`config.mk`:
```
export PLATFORM = sky130hd
export DESIGN_NAME = mem_arbiter
export DESIGN_NICKNAME = d
export VERILOG_FILES = /design/src/rtl/mem_arbiter_pkg.sv /design/src/rtl/mem_timeout_counter.sv /design/src/rtl/mem_arbiter.sv
export SDC_FILE = /design/constraint.sdc
export NUM_CORES = 1
export LEC_CHECK = 0
export CORE_ASPECT_RATIO = 1.5
export CORE_MARGIN = 1.5
export CORE_UTILIZATION = 43
export CTS_CLUSTER_DIAMETER = 200
export DETAILED_ROUTE_END_ITERATION = 10
export GPL_TIMING_DRIVEN = 0
export PLACE_DENSITY = 0.87
export SETUP_SLACK_MARGIN = 0.4
export SYNTH_ARGS = -nofsm -noshare
export SYNTH_HDL_FRONTEND = slang
export SYNTH_SLANG_ARGS = --single-unit
```
`constraint.sdc`:
```
create_clock -name clk -period 1.81 [get_ports clk]
set_input_delay 0.2715 -clock clk [delete_from_list [all_inputs] [get_ports clk]]
set_output_delay 0.2715 -clock clk [all_outputs]
set_load 0.01 [all_outputs]
```
`src/rtl/mem_arbiter_pkg.sv`:
```
// Shared definitions for the memory arbiter and the core that sits in front of it.
package mem_arbiter_pkg;

  // Core pipeline state, kept here so core and arbiter share one definitions file.
  typedef enum logic [1:0] {
    CoreReset,
    CoreFetch,
    CoreExec,
    CoreHalt
  } state_t;

  typedef logic [1:0] arb_state_t;

  localparam arb_state_t ARB_IDLE = 2'd0;
  localparam arb_state_t ARB_BUSY = 2'd1;
  localparam arb_state_t ARB_RESP = 2'd2;

  localparam logic REQ_IF = 1'b0;
  localparam logic REQ_D  = 1'b1;

  // A disabled timeout still needs a legal one-bit counter.
  function automatic int unsigned cnt_width(input int unsigned timeout);
    return (timeout > 0) ? $clog2(timeout) + 1 : 1;
  endfunction

endpackage

```
`src/rtl/mem_timeout_counter.sv`:
```
// Saturating busy-cycle counter; expired_o flags a memory access that has waited too long.
module mem_timeout_counter
  import mem_arbiter_pkg::*;
#(
  parameter int unsigned TIMEOUT = 64
) (
  input  logic clk,
  input  logic reset_n,
  input  logic clear_i,
  input  logic en_i,
  output logic expired_o
);

  localparam int unsigned CntW = cnt_width(TIMEOUT);
  localparam logic [CntW-1:0] CntMax = '1;
  localparam logic [CntW-1:0] CntLimit = CntW'(TIMEOUT);

  logic [CntW-1:0] count_q, count_d;

  always_comb begin
    count_d = count_q;
    if (clear_i) begin
      count_d = '0;
    end else if (en_i && (count_q != CntMax)) begin
      count_d = count_q + 1'b1;
    end
  end

  always_ff @(posedge clk or negedge reset_n) begin
    if (!reset_n) begin
      count_q <= '0;
    end else begin
      count_q <= count_d;
    end
  end

  assign expired_o = (TIMEOUT != 0) && (count_q == CntLimit);

endmodule

```
`src/rtl/mem_arbiter.sv`:
```
// Round-robin arbiter sharing one memory port between instruction fetch and load/store.
module mem_arbiter
  import mem_arbiter_pkg::*;
#(
  parameter int unsigned ADDR_W  = 32,
  parameter int unsigned DATA_W  = 32,
  parameter int unsigned TIMEOUT = 64
) (
  input  logic                clk,
  input  logic                reset_n,
  input  logic                if_req,
  input  logic [ADDR_W-1:0]   if_addr,
  output logic                if_ack,
  output logic                if_err,
  output logic [DATA_W-1:0]   if_rdata,
  input  logic                d_req,
  input  logic                d_we,
  input  logic [ADDR_W-1:0]   d_addr,
  input  logic [DATA_W-1:0]   d_wdata,
  input  logic [DATA_W/8-1:0] d_wstrb,
  output logic                d_ack,
  output logic                d_err,
  output logic [DATA_W-1:0]   d_rdata,
  output logic                mem_req,
  output logic                mem_we,
  output logic [ADDR_W-1:0]   mem_addr,
  output logic [DATA_W-1:0]   mem_wdata,
  output logic [DATA_W/8-1:0] mem_wstrb,
  input  logic                mem_ready,
  input  logic [DATA_W-1:0]   mem_rdata
);

  localparam int unsigned StrbW = DATA_W / 8;

  arb_state_t        state_q, state_d;
  logic              last_grant_q, last_grant_d;
  logic              mem_req_q, mem_req_d;
  logic              mem_we_q, mem_we_d;
  logic [ADDR_W-1:0] mem_addr_q, mem_addr_d;
  logic [DATA_W-1:0] mem_wdata_q, mem_wdata_d;
  logic [StrbW-1:0]  mem_wstrb_q, mem_wstrb_d;
  logic              if_ack_q, if_ack_d;
  logic              if_err_q, if_err_d;
  logic [DATA_W-1:0] if_rdata_q, if_rdata_d;
  logic              d_ack_q, d_ack_d;
  logic              d_err_q, d_err_d;
  logic [DATA_W-1:0] d_rdata_q, d_rdata_d;

  logic pick;
  logic expired;

  // On a tie the requester that did not win last time goes first.
  always_comb begin
    if (if_req && d_req) begin
      pick = (last_grant_q == REQ_IF) ? REQ_D : REQ_IF;
    end else if (d_req) begin
      pick = REQ_D;
    end else begin
      pick = REQ_IF;
    end
  end

  mem_timeout_counter #(
    .TIMEOUT (TIMEOUT)
  ) u_timeout (
    .clk       (clk),
    .reset_n   (reset_n),
    .clear_i   (state_q == ARB_IDLE),
    .en_i      (state_q == ARB_BUSY),
    .expired_o (expired)
  );

  always_comb begin
    state_d      = state_q;
    last_grant_d = last_grant_q;
    mem_req_d    = mem_req_q;
    mem_we_d     = mem_we_q;
    mem_addr_d   = mem_addr_q;
    mem_wdata_d  = mem_wdata_q;
    mem_wstrb_d  = mem_wstrb_q;
    if_ack_d     = 1'b0;
    if_err_d     = 1'b0;
    if_rdata_d   = if_rdata_q;
    d_ack_d      = 1'b0;
    d_err_d      = 1'b0;
    d_rdata_d    = d_rdata_q;

    case (state_q)
      ARB_IDLE: begin
        if (if_req || d_req) begin
          state_d      = ARB_BUSY;
          last_grant_d = pick;
          mem_req_d    = 1'b1;
          if (pick == REQ_D) begin
            mem_we_d    = d_we;
            mem_addr_d  = d_addr;
            mem_wdata_d = d_wdata;
            mem_wstrb_d = d_wstrb;
          end else begin
            mem_we_d    = 1'b0;
            mem_addr_d  = if_addr;
            mem_wdata_d = '0;
            mem_wstrb_d = '0;
          end
        end
      end
      ARB_BUSY: begin
        // A completion in the same cycle as expiry wins over the abort.
        if (mem_ready || expired) begin
          state_d   = ARB_RESP;
          mem_req_d = 1'b0;
          if (last_grant_q == REQ_D) begin
            d_ack_d   = 1'b1;
            d_err_d   = !mem_ready;
            d_rdata_d = mem_ready ? mem_rdata : '0;
          end else begin
            if_ack_d   = 1'b1;
            if_err_d   = !mem_ready;
            if_rdata_d = mem_ready ? mem_rdata : '0;
          end
        end
      end
      ARB_RESP: begin
        state_d = ARB_IDLE;
      end
      default: begin
        state_d   = ARB_IDLE;
        mem_req_d = 1'b0;
      end
    endcase
  end

  always_ff @(posedge clk or negedge reset_n) begin
    if (!reset_n) begin
      state_q      <= ARB_IDLE;
      last_grant_q <= REQ_IF;
      mem_req_q    <= 1'b0;
      mem_we_q     <= 1'b0;
      mem_addr_q   <= '0;
      mem_wdata_q  <= '0;
      mem_wstrb_q  <= '0;
      if_ack_q     <= 1'b0;
      if_err_q     <= 1'b0;
      if_rdata_q   <= '0;
      d_ack_q      <= 1'b0;
      d_err_q      <= 1'b0;
      d_rdata_q    <= '0;
    end else begin
      state_q      <= state_d;
      last_grant_q <= last_grant_d;
      mem_req_q    <= mem_req_d;
      mem_we_q     <= mem_we_d;
      mem_addr_q   <= mem_addr_d;
      mem_wdata_q  <= mem_wdata_d;
      mem_wstrb_q  <= mem_wstrb_d;
      if_ack_q     <= if_ack_d;
      if_err_q     <= if_err_d;
      if_rdata_q   <= if_rdata_d;
      d_ack_q      <= d_ack_d;
      d_err_q      <= d_err_d;
      d_rdata_q    <= d_rdata_d;
    end
  end

  assign if_ack    = if_ack_q;
  assign if_err    = if_err_q;
  assign if_rdata  = if_rdata_q;
  assign d_ack     = d_ack_q;
  assign d_err     = d_err_q;
  assign d_rdata   = d_rdata_q;
  assign mem_req   = mem_req_q;
  assign mem_we    = mem_we_q;
  assign mem_addr  = mem_addr_q;
  assign mem_wdata = mem_wdata_q;
  assign mem_wstrb = mem_wstrb_q;

endmodule

```
==> impl_metrics.toml <==
[detailed_routing]
drtAntennaViolNets = 0
drtPass1Iterations = 5
drc_errors = 0
via_per_inst = 5.577
vias = 5873
drt_wl_total_um = 23790
drtIter0Drc = 290
drt-wirelength-per-cell_um = 22.59

[sta]
finalCriticalPeriod_ps = 1710
period_share_pct = 94.50
setup_viol = 0
setup_tns_ps = 0
tightest_slew_ps = 559.5
fin_skew_ps = 18.94
max-slew-margin-rel_pct = 62.70
rsz0062_at_grt = "true"
fmax_mhz = 584.7
finalMaxSlewViolations = 0
hold_violations = 0
whs_ps = 378.9

[synth]
synthCells = 478
syn_area_per_cell_um2 = 13.38
synthFlopType = "dfrtp_1"
synth.cell_area_um2 = 6394
async_flop_share_pct = 100.0
ys_seq_area_share_pct = 57.93
synth_area_leaders = "dfrtp_1 58%, a22o_1 14%, mux2_2 11%"
yosysTopAreaCellShare_pct = 57.93
yosysTopAreaCell = "dfrtp_1"
synth_cell_type_count = 37
synth_nets = 618
ys_ff_latch = 148
yosysWarnings = 0
synth_edf_count = 0

[worst_setup_path]
path_max_fanout = 7
crit_chain = "buf_6 > a21boi_4 > buf_6 > clkbuf_16 > mux2_4 > mux2_2"
critPathBufInv = 3
cpMostUsedCell = "buf_6"
cp-start-kind = "flip-flop"
crit_family = "multiplexers"
critical-path-slowest-cell = "dfrtp_1"
critPathKind = "reg -> reg"
arrival_ps = 2010
worst_path_largest_cell_delay_ps = 380
crit_path_end_kind = "flip-flop"
crit_required_ps = 2110

[hold_path]
hold_path.class = "in -> async"

[grt]
grt_pass1_wl_um = 34500
gr-total-overflow = 0
grt_pass1_vias = 6314
antenna_found_initial = 3
grt_max_degree = 92
track_usage_pct = 29.23

[final_layout]
layout-drive-gt1-share_pct = 27.17
multi_input_area_um2 = 2744
fin_cells = 1053
finish.utilization_pct = 77.11
area_growth_pct = 75.19
fillCellCount = 886
most-common-layout-cells = "146 x dfrtp_1, 136 x clkdlybuf4s50_1, 101 x a22o_1"
regArea_um2 = 3706
final_common_cell = "dfrtp_1"
finalNetCount = 981

[clock_tree]
cts_tree = "done"
cts_inserted_buffers = 17
h-tree-depth = 4
clkSinkCount = 148
clkTransAtPathRegs_ps = 70
cts-root-buf = "clkbuf_16"
clock_latency_ps = 430
clk_path_buf_depth = 2

[floorplan]
io-pin-count = 276
die_h_um = 152.3
die_w_um = 102.6
core_um2 = 14530
initial_core_util_pct = 44.01
rows = 54
die_area_um2 = 15620

[placed_design]
post-place-cells = 950
dp_hpwl_um = 14880
portBuffers = 275
place.gp.congestion = 0.8386

[power_and_ir_drop]
leakagePower_nw = 5.082
vdd_ir_drop_max_mv = 0.8483
power_density_nw_per_um2 = 1639
power_mw = 18.36

[outcome]
status = "finished, final reports clean"

[run]
maxCapViolations = 0
## per-stage QoR
| stage | worst slack [ps] | cell area (µm²) |
|---|---|---|
| after floorplan | 242.7 | 6514 |
| after global placement | -5168 | 9512 |
| after detailed placement | -231.4 | 9540 |
| after CTS | 132.2 | 10520 |
| after global routing | 57.00 | 11200 |
| final | 99.57 | 11200 |
## report_power, final
part / switching, mW / internal [mW]
Combinational: 3.92 / 5.20
Clock: 1.55 / 1.97
Sequential: 0.990 / 4.73
## cell usage after synthesis, types with 2 or more instances
library cell / count
inv_1: 7
ha_1: 2
nor2_1: 9
buf_6: 4
and2_1: 2
a2111oi_0: 2
clkbuf_1: 17
a22o_1: 101
o311ai_0: 2
and4b_1: 2
a31oi_1: 3
buf_2: 18
dfrtp_1: 148
nand2_1: 3
mux2_2: 64
o21ai_0: 2
nand4_1: 3
a21o_1: 66
and3_1: 4
nand2b_1: 2
## state kept, by name (all words and copies together), names as in the netlist, 2 cells and up
signal,cells
d_rdata,32
if_rdata,32
mem_addr,32
mem_wdata,32
u_timeout.count_q,7
mem_wstrb,4
state_q,2
## path summary, 6_finish.rpt
path,startpoint,endpoint,slack (ps),depth (start not counted)
worst max-delay path,last_grant_q$_DFFE_PN0P_,mem_addr[22]$_DFFE_PN0P_,100,6
worst min register to register,mem_addr[31]$_DFFE_PN0P_,mem_addr[31]$_DFFE_PN0P_,500,1
max in group asynchronous,reset_n,mem_wdata[20]$_DFFE_PN0P_,560,3
worst max register to register,last_grant_q$_DFFE_PN0P_,mem_addr[22]$_DFFE_PN0P_,100,6
worst min-delay path,reset_n,if_rdata[10]$_DFFE_PN0P_,380,2
min in group clk,d_wdata[20],mem_wdata[20]$_DFFE_PN0P_,450,2
## metal layers
metal  wire length [µm]  GRT usage, %  up-vias
li1                   -             -     2542
met2              12420         49.16      315
met4               1077         15.26        0
met1               8633         33.43     2934
met3               1658         7.752       82
met5                  0             0        -
## cells by family after synthesis
logic type / count (synthesis) / synth area share (%)
multiplexers: 64 / 11.27
buffers and inverters: 47 / 3.640
adder cells (fa/ha/maj): 2 / 0.3913
AO/OA/AOI/OAI: 182 / 23.44
AND/OR/NAND/NOR: 35 / 3.327
flip-flops: 148 / 57.93
## final cells by class
cell class	count	area share [%]
inverter	7	0.2346
antenna	3	0.06702
clock inverter	14	1.262
clock buffer	18	3.921
sequential	148	33.09
buffer	40	4.256
multi-input combinational	283	24.50
timing repair buffer	344	30.48
tap	196	2.189
## worst register-to-register path, cell delays in order, from the launching register on
cell	delay [ps]
dfrtp_1	380
buf_6	140
a21boi_4	170
buf_6	180
clkbuf_16	170
mux2_4	300
mux2_2	260
## what timing repair did
item / 4_1_cts / 5_1_grt
pin swaps: 25 / 18
hold buffers: 1 / 0
buffers inserted: 25 / 31
gates resized for setup: 207 / 151
endpoints found under the setup margin: 283 / 222
hold endpoints to repair: 57 / 0
gates cloned: 6 / 5
Power figures use the tool's default switching activity.
